File: src/rtl/sobel_ctrl_pkg.sv
// Shared types and constants for the Sobel accelerator host controller.
// Covers FSM state encoding, key width, frame constants and pixel-address packing.
package sobel_ctrl_pkg;

    localparam int unsigned KEY_W        = 3;
    localparam int unsigned DATA_W       = 8;
    localparam int unsigned PIX_W        = 9;
    localparam int unsigned FRAME_DIM    = 510;
    localparam int unsigned FRAME_PIXELS = FRAME_DIM * FRAME_DIM;

    typedef enum logic [4:0] {
        StIdle  = 5'b00001,
        StStart = 5'b00010,
        StRun   = 5'b00100,
        StDone  = 5'b01000,
        StErr   = 5'b10000
    } state_e;

    function automatic logic [2*PIX_W-1:0] pack_addr(input logic [PIX_W-1:0] y,
                                                     input logic [PIX_W-1:0] x);
        return {y, x};
    endfunction

    function automatic logic [PIX_W-1:0] addr_y(input logic [2*PIX_W-1:0] a);
        return a[2*PIX_W-1:PIX_W];
    endfunction

    function automatic logic [PIX_W-1:0] addr_x(input logic [2*PIX_W-1:0] a);
        return a[PIX_W-1:0];
    endfunction

endpackage

File: src/rtl/sobel_wr_monitor.sv
// Output-memory write responder: counts and checksums in-run writes, forwards
// them as a registered stream, and flags writes that arrive outside a run.
module sobel_wr_monitor
    import sobel_ctrl_pkg::*;
#(
    parameter int unsigned ADDR_W = 18
) (
    input  logic              i_clk,
    input  logic              i_rst_n,
    input  logic              i_in_run,
    input  logic              i_frame_start,
    input  logic              i_clear_stray,
    input  logic              i_ce,
    input  logic              i_we,
    input  logic [ADDR_W-1:0] i_addr,
    input  logic [DATA_W-1:0] i_data,
    output logic [31:0]       o_count,
    output logic [31:0]       o_count_next,
    output logic [31:0]       o_checksum,
    output logic              o_stray,
    output logic              o_valid,
    output logic [ADDR_W-1:0] o_addr,
    output logic [DATA_W-1:0] o_data
);

    logic              w_wr;
    logic              w_hit;
    logic [31:0]       w_count_next;
    logic [31:0]       w_sum_next;
    logic [31:0]       r_count;
    logic [31:0]       r_sum;
    logic              r_stray;
    logic              r_valid;
    logic [ADDR_W-1:0] r_addr;
    logic [DATA_W-1:0] r_data;

    always_comb begin
        w_wr  = i_ce & i_we;
        w_hit = w_wr & i_in_run;
        if (i_frame_start) begin
            w_count_next = '0;
            w_sum_next   = '0;
        end else begin
            // Both accumulators wrap silently modulo 2^32.
            w_count_next = r_count + 32'(w_hit);
            w_sum_next   = r_sum + (w_hit ? 32'(i_data) : 32'd0);
        end
    end

    always_ff @(posedge i_clk or negedge i_rst_n) begin
        if (!i_rst_n) begin
            r_count <= '0;
            r_sum   <= '0;
            r_stray <= 1'b0;
            r_valid <= 1'b0;
            r_addr  <= '0;
            r_data  <= '0;
        end else begin
            r_count <= w_count_next;
            r_sum   <= w_sum_next;
            r_valid <= w_hit;
            if (w_hit) begin
                r_addr <= i_addr;
                r_data <= i_data;
            end
            if (w_wr && !i_in_run) begin
                r_stray <= 1'b1;
            end else if (i_clear_stray) begin
                r_stray <= 1'b0;
            end
        end
    end

    assign o_count      = r_count;
    assign o_count_next = w_count_next;
    assign o_checksum   = r_sum;
    assign o_stray      = r_stray;
    assign o_valid      = r_valid;
    assign o_addr       = r_addr;
    assign o_data       = r_data;

endmodule

File: src/rtl/sobel_host_ctrl.sv
// Host-side ap_ctrl_hs driver for the keyed Sobel accelerator, with watchdog
// and an output-memory write responder.
module sobel_host_ctrl
    import sobel_ctrl_pkg::*;
#(
    parameter int unsigned ADDR_W          = 18,
    parameter int unsigned EXPECTED_WRITES = FRAME_PIXELS,
    parameter int unsigned TIMEOUT_CYCLES  = 33554432
) (
    input  logic              ap_clk,
    input  logic              ap_rst_n,
    input  logic              cmd_start,
    input  logic [KEY_W-1:0]  cmd_key,
    input  logic              cmd_clear,
    output logic              busy,
    output logic              done_pulse,
    output logic              timeout,
    output logic              count_mismatch,
    output logic              stray_write,
    output logic [31:0]       wr_count,
    output logic [31:0]       checksum,
    output logic              acc_ap_start,
    input  logic              acc_ap_done,
    input  logic              acc_ap_idle,
    input  logic              acc_ap_ready,
    output logic [KEY_W-1:0]  acc_working_key,
    input  logic [ADDR_W-1:0] acc_out_address0,
    input  logic              acc_out_ce0,
    input  logic              acc_out_we0,
    input  logic [DATA_W-1:0] acc_out_d0,
    output logic              m_valid,
    output logic [ADDR_W-1:0] m_addr,
    output logic [DATA_W-1:0] m_data
);

    localparam logic [31:0] WdogLast = 32'(TIMEOUT_CYCLES - 1);
    localparam logic [31:0] ExpCount = 32'(EXPECTED_WRITES);

    state_e           r_state, w_state_next;
    logic             r_start, w_start_next;
    logic [KEY_W-1:0] r_key, w_key_next;
    logic [31:0]      r_wdog, w_wdog_next;
    logic             r_timeout, w_timeout_next;
    logic             r_mismatch, w_mismatch_next;
    logic             r_frame_done, w_frame_done_next;
    logic             w_frame_start;
    logic             w_clear;
    logic             w_in_run;
    logic             w_expired;
    logic [31:0]      w_count_next;

    assign w_in_run  = (r_state == StStart) || (r_state == StRun);
    assign w_expired = (r_wdog == WdogLast);

    always_comb begin
        w_state_next      = r_state;
        w_start_next      = r_start;
        w_key_next        = r_key;
        w_wdog_next       = r_wdog;
        w_timeout_next    = r_timeout;
        w_mismatch_next   = r_mismatch;
        w_frame_done_next = r_frame_done;
        w_frame_start     = 1'b0;
        w_clear           = 1'b0;
        unique case (r_state)
            StIdle: begin
                if (cmd_start) begin
                    w_state_next    = StStart;
                    w_start_next    = 1'b1;
                    w_key_next      = cmd_key;
                    w_wdog_next     = '0;
                    w_mismatch_next = 1'b0;
                    w_frame_start   = 1'b1;
                end
            end
            StStart: begin
                w_wdog_next = r_wdog + 32'd1;
                // Done beats the watchdog; ap_start must fall on the ready edge.
                if (acc_ap_ready && acc_ap_done) begin
                    w_state_next    = StDone;
                    w_start_next    = 1'b0;
                    w_mismatch_next = (w_count_next != ExpCount);
                end else if (w_expired) begin
                    w_state_next   = StErr;
                    w_start_next   = 1'b0;
                    w_timeout_next = 1'b1;
                end else if (acc_ap_ready) begin
                    w_state_next = StRun;
                    w_start_next = 1'b0;
                end
            end
            StRun: begin
                w_wdog_next = r_wdog + 32'd1;
                if (acc_ap_done) begin
                    w_state_next    = StDone;
                    w_mismatch_next = (w_count_next != ExpCount);
                end else if (w_expired) begin
                    w_state_next   = StErr;
                    w_start_next   = 1'b0;
                    w_timeout_next = 1'b1;
                end
            end
            StDone: begin
                w_state_next      = StIdle;
                w_frame_done_next = 1'b1;
            end
            StErr: begin
                if (cmd_clear) begin
                    w_state_next   = StIdle;
                    w_timeout_next = 1'b0;
                    w_clear        = 1'b1;
                end
            end
            default: begin
                w_state_next = StIdle;
                w_start_next = 1'b0;
            end
        endcase
    end

    always_ff @(posedge ap_clk or negedge ap_rst_n) begin
        if (!ap_rst_n) begin
            r_state      <= StIdle;
            r_start      <= 1'b0;
            r_key        <= '0;
            r_wdog       <= '0;
            r_timeout    <= 1'b0;
            r_mismatch   <= 1'b0;
            r_frame_done <= 1'b0;
        end else begin
            r_state      <= w_state_next;
            r_start      <= w_start_next;
            r_key        <= w_key_next;
            r_wdog       <= w_wdog_next;
            r_timeout    <= w_timeout_next;
            r_mismatch   <= w_mismatch_next;
            r_frame_done <= w_frame_done_next;
        end
    end

    sobel_wr_monitor #(
        .ADDR_W (ADDR_W)
    ) u_wr_monitor (
        .i_clk         (ap_clk),
        .i_rst_n       (ap_rst_n),
        .i_in_run      (w_in_run),
        .i_frame_start (w_frame_start),
        .i_clear_stray (w_clear),
        .i_ce          (acc_out_ce0),
        .i_we          (acc_out_we0),
        .i_addr        (acc_out_address0),
        .i_data        (acc_out_d0),
        .o_count       (wr_count),
        .o_count_next  (w_count_next),
        .o_checksum    (checksum),
        .o_stray       (stray_write),
        .o_valid       (m_valid),
        .o_addr        (m_addr),
        .o_data        (m_data)
    );

    assign busy            = w_in_run;
    assign done_pulse      = (r_state == StDone);
    assign timeout         = r_timeout;
    assign count_mismatch  = r_mismatch;
    assign acc_ap_start    = r_start;
    assign acc_working_key = r_key;

    // Once a frame has completed, an idle host implies an idle accelerator.
    a_idle_after_frame: assert property (@(posedge ap_clk) disable iff (!ap_rst_n)
        (r_state == StIdle && r_frame_done) |-> acc_ap_idle);

endmodule

File: config.mk
export PLATFORM = sky130hd
export DESIGN_NAME = sobel_host_ctrl
export DESIGN_NICKNAME = d
export VERILOG_FILES = /design/src/rtl/sobel_ctrl_pkg.sv /design/src/rtl/sobel_wr_monitor.sv /design/src/rtl/sobel_host_ctrl.sv
export SDC_FILE = /design/constraint.sdc
export NUM_CORES = 1
export LEC_CHECK = 0
export ABC_AREA = 1
export BUFFER_PORTS_ARGS = -buffer_cell sky130_fd_sc_hd__buf_2
export CAP_MARGIN = 10
export CORE_MARGIN = 2
export CORE_UTILIZATION = 47
export CTS_BUF_LIST = sky130_fd_sc_hd__clkbuf_2
export DETAILED_ROUTE_END_ITERATION = 6
export HOLD_SLACK_MARGIN = 0.15
export PLACE_DENSITY = 0.67
export SLEW_MARGIN = 20
export SYNTH_ARGS = -nofsm -noshare
export SYNTH_HDL_FRONTEND = slang
export SYNTH_SLANG_ARGS = --single-unit
File: constraint.sdc
create_clock -name ap_clk -period 7.5 [get_ports ap_clk]
set_input_delay 0.75 -clock ap_clk [delete_from_list [all_inputs] [get_ports ap_clk]]
set_output_delay 0.75 -clock ap_clk [all_outputs]
set_load 0.01 [all_outputs]
# Word-level counts from Yosys, hierarchy flattened
# Cells that the tools add are included.
# word_totals
out_inout_bits	100
memories	0
romBits	0
reg_bits	135
input_bits	38
latch_bits	0
ram_bits	0
wordCells	85
# op_classes
n_div	0
eq_ne	16
shift	0
magnitude_cmp	0
n_addsub	3
muxes	35
n_reduce_logical	16
n_bitwise	3
n_mul	0
# op_table
cell	count
$mux 32	3
$pmux 32 s2	1
$mux 5	7
$add 32x1->32	1
$add 32x1->32 const B	1
$add 32x32->32	1
$eq 32x25->1 const B	1
$ne 32x18->1 const B	1
$pmux 5 s4	1
$mux 1	19
$ne 2x2->1 const B	6
$reduce_and 4->1	3
$mux 8	1
$pmux 1 s3	2
$reduce_bool 3->1	2
$eq 5x1->1 const B	1
$eq 5x2->1 const B	1
$eq 5x3->1 const B	1
$eq 5x4->1 const B	1
$eq 5x5->1 const B	1
$reduce_and 5->1	1
$ne 4x3->1 const B	1
$pmux 1 s4	1
$reduce_and 2->1	2
9 further kinds	13

# Longest topological paths before layout
# logic_depth
depth_word	8
mapped_depth	22
depth_no_buf	21

# Modules after synthesis
# A second synthesis with hierarchy kept.
# unflattened
hier_cells	1090
area_unflattened_um2	7800.0
# modules_own_cells
module	cells_per_inst	instances	area_per_inst_um2	seq_area_each_um2
sobel_wr_monitor	677	1	4998.5	2302.2
sobel_host_ctrl	413	1	2801.4	1077.3

# Least setup slack after synthesis
# Ideal clock, no wire load.
# synth_timing
path_kind	register to register
from	reg r_state[1]
to	reg u_wr_monitor.r_sum[30] (netlist: u_wr_monitor.o_checksum[30])
n_path_buf	1
path_stages_with_launch	22
setup_time_ns	0.117
t_required_ns	7.383
arrival_ns	3.050
synth_period_minus_slack_ns	3.168
setup_slack_ns	4.332
path_cell_list	dfrtp_1 > nor2_1 > nand4_1 > nand2_2 > inv_1 > nor2_1 > inv_1 > clkbuf_1 > nor2_1 > ha_1 > inv_1 > fa_1 > inv_1 > nand3_1 > nand2_1 > a21oi_1 > o21ai_2 > nand2_2 > nor2_4 > nand4_1 > nor2_1 > nor2_1
# synth_via
elab_chain_cells	6
elab_cells_between_ends	9
classes_between	1 x add/sub; 3 x eq/ne; 3 x mux; 1 x bitwise; 1 x reduce/logical
# synth_rtl
element	line_no	rtl
start, declared	sobel_host_ctrl.sv:39	state_e r_state, w_state_next;
start signal, assigned	sobel_host_ctrl.sv:123	r_state <= StIdle;
start signal, assigned	sobel_host_ctrl.sv:131	r_state <= w_state_next;
$eq 5x2->1 or $eq 5x3->1 (tied branches)	sobel_host_ctrl.sv:52	assign w_in_run = (r_state == StStart) || (r_state == StRun);
$logic_or 1x1->1 (*)	sobel_host_ctrl.sv:52	
via busy	sobel_host_ctrl.sv:15	output logic busy,
$and 1x1->1 (*)	sobel_wr_monitor.sv:39	w_hit = w_wr & i_in_run;
$mux 8 (*)	sobel_wr_monitor.sv:46	w_sum_next = r_sum + (w_hit ? 32'(i_data) : 32'd0);
$add 32x32->32 (*)	sobel_wr_monitor.sv:46	
$mux 32 (*)	sobel_wr_monitor.sv:40	if (i_frame_start) begin
via u_wr_monitor.w_sum_next[30]	sobel_wr_monitor.sv:29	logic [31:0] w_sum_next;
end signal, assigned	sobel_wr_monitor.sv:60	r_sum <= w_sum_next;
end, declared	sobel_wr_monitor.sv:31	logic [31:0] r_sum;
# Mark *: on every way through the listed nets, which the timed path passes. The rest lies on a longest branch.
# A chain may end at the register's enable or synchronous reset.

# Worst setup path in the final report
# layout_timing
from	reg r_state[1]
to	reg u_wr_monitor.r_sum[30] (netlist: u_wr_monitor.o_checksum[30])
# layout_via
elab_chain_cells	6
elab_cells_between_ends	9
classes_between	1 x add/sub; 3 x eq/ne; 3 x mux; 1 x bitwise; 1 x reduce/logical
# layout_rtl
element	line_no
$eq 5x2->1 or $eq 5x3->1 (tied branches)	sobel_host_ctrl.sv:52
$logic_or 1x1->1	sobel_host_ctrl.sv:52
$and 1x1->1	sobel_wr_monitor.sv:39
$mux 8	sobel_wr_monitor.sv:46
$add 32x32->32	sobel_wr_monitor.sv:46
$mux 32 (*)	sobel_wr_monitor.sv:40
via u_wr_monitor.w_sum_next[30]	sobel_wr_monitor.sv:29
# Marked as above.

==> metrics.cfg <==
[run_status]
status = complete, no violations

[synthesis]
yosysUniqueCellTypes = 43
synth_fa_ha_area_frac = 0.0210
yosys.area_share.xor_xnor = 0.0140
synth_area_leaders = dfrtp_1, nand2_1, inv_1
ys_warn_count = 0
synth_top_family_by_area = simple AND/OR/NAND/NOR gates
synth-simple-area-share = 0.348
synth_seq_cells = 135
synth_flop_cell = dfrtp_1
async_flop_share = 1.00
synth_compound_area_frac = 0.0820
yosysTopAreaCellShare = 0.446
synth_edf_count = 0
syn-num-nets = 1062
syn_area_mm2 = 0.00751
ys_seq_area_frac = 0.450
synth.most_common_cell = nand2_1
avgSynthCellArea_um2 = 7.42
post-synth-top-area-cell = dfrtp_1
synth_commonest_cells = nand2_1, inv_1, dfrtp_1
syn_inst = 1012
synthMuxAreaShare = 0

[floorplanning]
die_area_mm2 = 0.0170
num_rows = 46
placeableCoreArea_mm2 = 0.0158
start_util = 0.476
dieHeight_um = 130
die_w_um = 130
pin_count = 138

[layout]
final_layout_size_suffix_gt1_frac = 0.184
nets = 1211
design_area_mm2 = 0.00876
fillers = 1565
fin_util = 0.555
syn_to_final_growth_pct = 16.6

[sta]
skew_ns = 0.0300
setup-violations-final = 0
report.final.slew_viol_count = 0
rsz0062_at_grt = false
fmax_ghz = 0.215
period_minus_slack_ns = 4.66
hold_violations = 0
worst_pin_slew_ns = 0.966
slew_headroom = 0.355
post-route-period-util = 0.621
holdWs_ns = 0.201
final.setup.tns_ns = 0
setup_slack_ns = 2.84

[clock_network]
cts_buffers = 17
cts_tree = yes
clockBufferDepth = 2
h-tree-depth = 4
clk_pin_slew_ns = 0.20
cts-root-buf = clkbuf_2
cts_resized = 0
cts.sinks = 135
clock_latency_ns = 0.74

[grt]
grt-ovfl-total = 0
grt_max_degree = 74
grt_pass1_vias = 6074
antenna_found_initial = 1
track_usage = 0.212
grt_first_pass_wirelength_um = 28800

[detailed_routing]
viasPerCell = 4.92
wl_per_cell_um = 13.0
drcViolationCount = 0
firstDrtPassIters = 5
drt_iter0_drc = 348
ant_nets = 0
via_count = 6839
wirelength_um = 18000

[placed_design]
io_buffer_count = 136
placed_cell_area_mm2 = 0.00840
gp_congestion = 0.882
dpl_worst_slack_ns = 2.83
place_hpwl_um = 13100

[worst_setup_path]
critical_path.most_common_cell = inv_1
crit_slowest_cell = nor2_2
cp.required_ns = 8.19
critPathArrivalTime_ns = 5.35
critical_path.cell_chain = nor2_1 -> nand4_1 -> nand2_2 -> inv_1 -> nor2_2 -> inv_1 -> buf_4 -> nor2_1 -> ha_1 -> inv_1 -> fa_1 -> inv_1 -> nand3_1 -> nand2_1 -> a21oi_1 -> o21ai_2 -> nand2_2 -> nor2_4 -> nand4_1 -> nand2_1 -> nand2_1 -> nor2_1
path_buf_inv = 5
endpoint_kind = flip-flop
critPathKind = flip-flop to flip-flop
crit_path_start_kind = flip-flop
worstPathMaxFanout = 40
path_delay_family = simple AND/OR/NAND/NOR gates
crit_path_max_incr_delay_ns = 0.79
r2r_start = r_state[1]
rrSetupSlack_ns = 2.84
ff2ff_path_depth = 22
r2r-end = u_wr_monitor.o_checksum[30]

[pwr]
p_leak_nw = 4.79
ir_drop_mv = 0.117
p_per_area_mw_per_mm2 = 232

[hold_path]
hp-class = primary input to flip-flop
hold_depth = 3
whs_endpoint = u_wr_monitor.o_addr[3]
min-delay-start = acc_out_address0[3]

[job]
cap_violations = 0

==> worst max path at each step <==
stage	startpoint	end	cells past startpoint	slack (ns)
5_1_grt	r_state[1]	u_wr_monitor.o_checksum[28]	22	2.41
3_5_place_dp	r_state[1]	u_wr_monitor.o_checksum[30]	22	2.83
6_report	r_state[1]	u_wr_monitor.o_checksum[30]	22	2.84
4_1_cts	r_state[1]	u_wr_monitor.o_checksum[30]	22	2.80
2_1_floorplan	r_state[1]	u_wr_monitor.o_checksum[30]	21	4.33
3_3_place_gp	r_state[1]	u_wr_monitor.o_checksum[30]	22	2.86
==> per-layer routing <==
layer  GRT usage  wire length (um)  vias up
met5           0                 0        -
met4      0.0601               241        0
met3      0.0476               984       18
met2       0.338              8460      161
met1       0.293              8330     3147
li1            -                 -     3513
==> timing repair <==
item | in CTS | in global routing
buffers inserted | 0 | 0
endpoints found under the setup margin | 0 | 0
endpoints found under the hold margin | 68 | 6
hold buffers | 2 | 6
==> worst register-to-register path: stages (launching register included) <==
cell	delay, ns
dfrtp_1	0.44
nor2_1	0.14
nand4_1	0.18
nand2_2	0.25
inv_1	0.24
nor2_2	0.80
inv_1	0.09
buf_4	0.28
nor2_1	0.16
ha_1	0.19
inv_1	0.08
fa_1	0.35
inv_1	0.10
nand3_1	0.08
nand2_1	0.12
a21oi_1	0.11
o21ai_2	0.30
nand2_2	0.17
nor2_4	0.17
nand4_1	0.13
nand2_1	0.08
nand2_1	0.04
nor2_1	0.12
==> registers in the layout, indices dropped and copies added, names as in the netlist, 3 cells and up <==
| register | flops |
|---|---|
| u_wr_monitor.o_data | 8 |
| acc_working_key | 3 |
| r_state | 5 |
| u_wr_monitor.o_count | 32 |
| u_wr_monitor.o_addr | 18 |
| r_wdog | 32 |
| u_wr_monitor.o_checksum | 32 |
==> logic make-up after synthesis <==
kind of cell               Yosys count
and+or+nand+nor                    580
xor gates and xnor gates            12
adders and majority gates           12
buffers and inverters              161
AOI/OAI and AO/OA                  112
DFF                                135
==> power by group <==
part	internal, mW	switching [mW]
combinational	0.204	0.399
clock	0.248	0.264
sequential	0.847	0.0713
==> through the flow <==
stage / instances / power (mW)
final: 1389 / 2.03
after CTS: 1382 / 2.06
after global placement: 1350 / 1.53
after floorplan: 1012 / 1.33
after global routing: 1389 / 2.18
after detailed placement: 1350 / 1.54
==> cell type report <==
| type | count | area, um^2 | share of cell area |
|---|---|---|---|
| clock inverter | 11 | 181 | 0.0207 |
| multi-input combinational | 716 | 3500 | 0.399 |
| sequential | 135 | 3380 | 0.386 |
| antenna | 1 | 2.50 | 0.000286 |
| inverter | 144 | 543 | 0.0620 |
| tap | 216 | 270 | 0.0309 |
| timing repair buffer | 147 | 790 | 0.0902 |
| clock buffer | 19 | 95.1 | 0.0109 |
==> placed cells by master (no fill, tap or decap), types with 19 or more instances in the layout <==
cell type,n
a21oi_1,44
buf_2,135
dfrtp_1,134
inv_1,141
o21ai_0,39
nor2_1,127
nor3_1,19
nand4_1,21
nand3_1,71
clkbuf_2,19
nand2_1,284
Note: power is estimated with default switching activity, not from simulation.
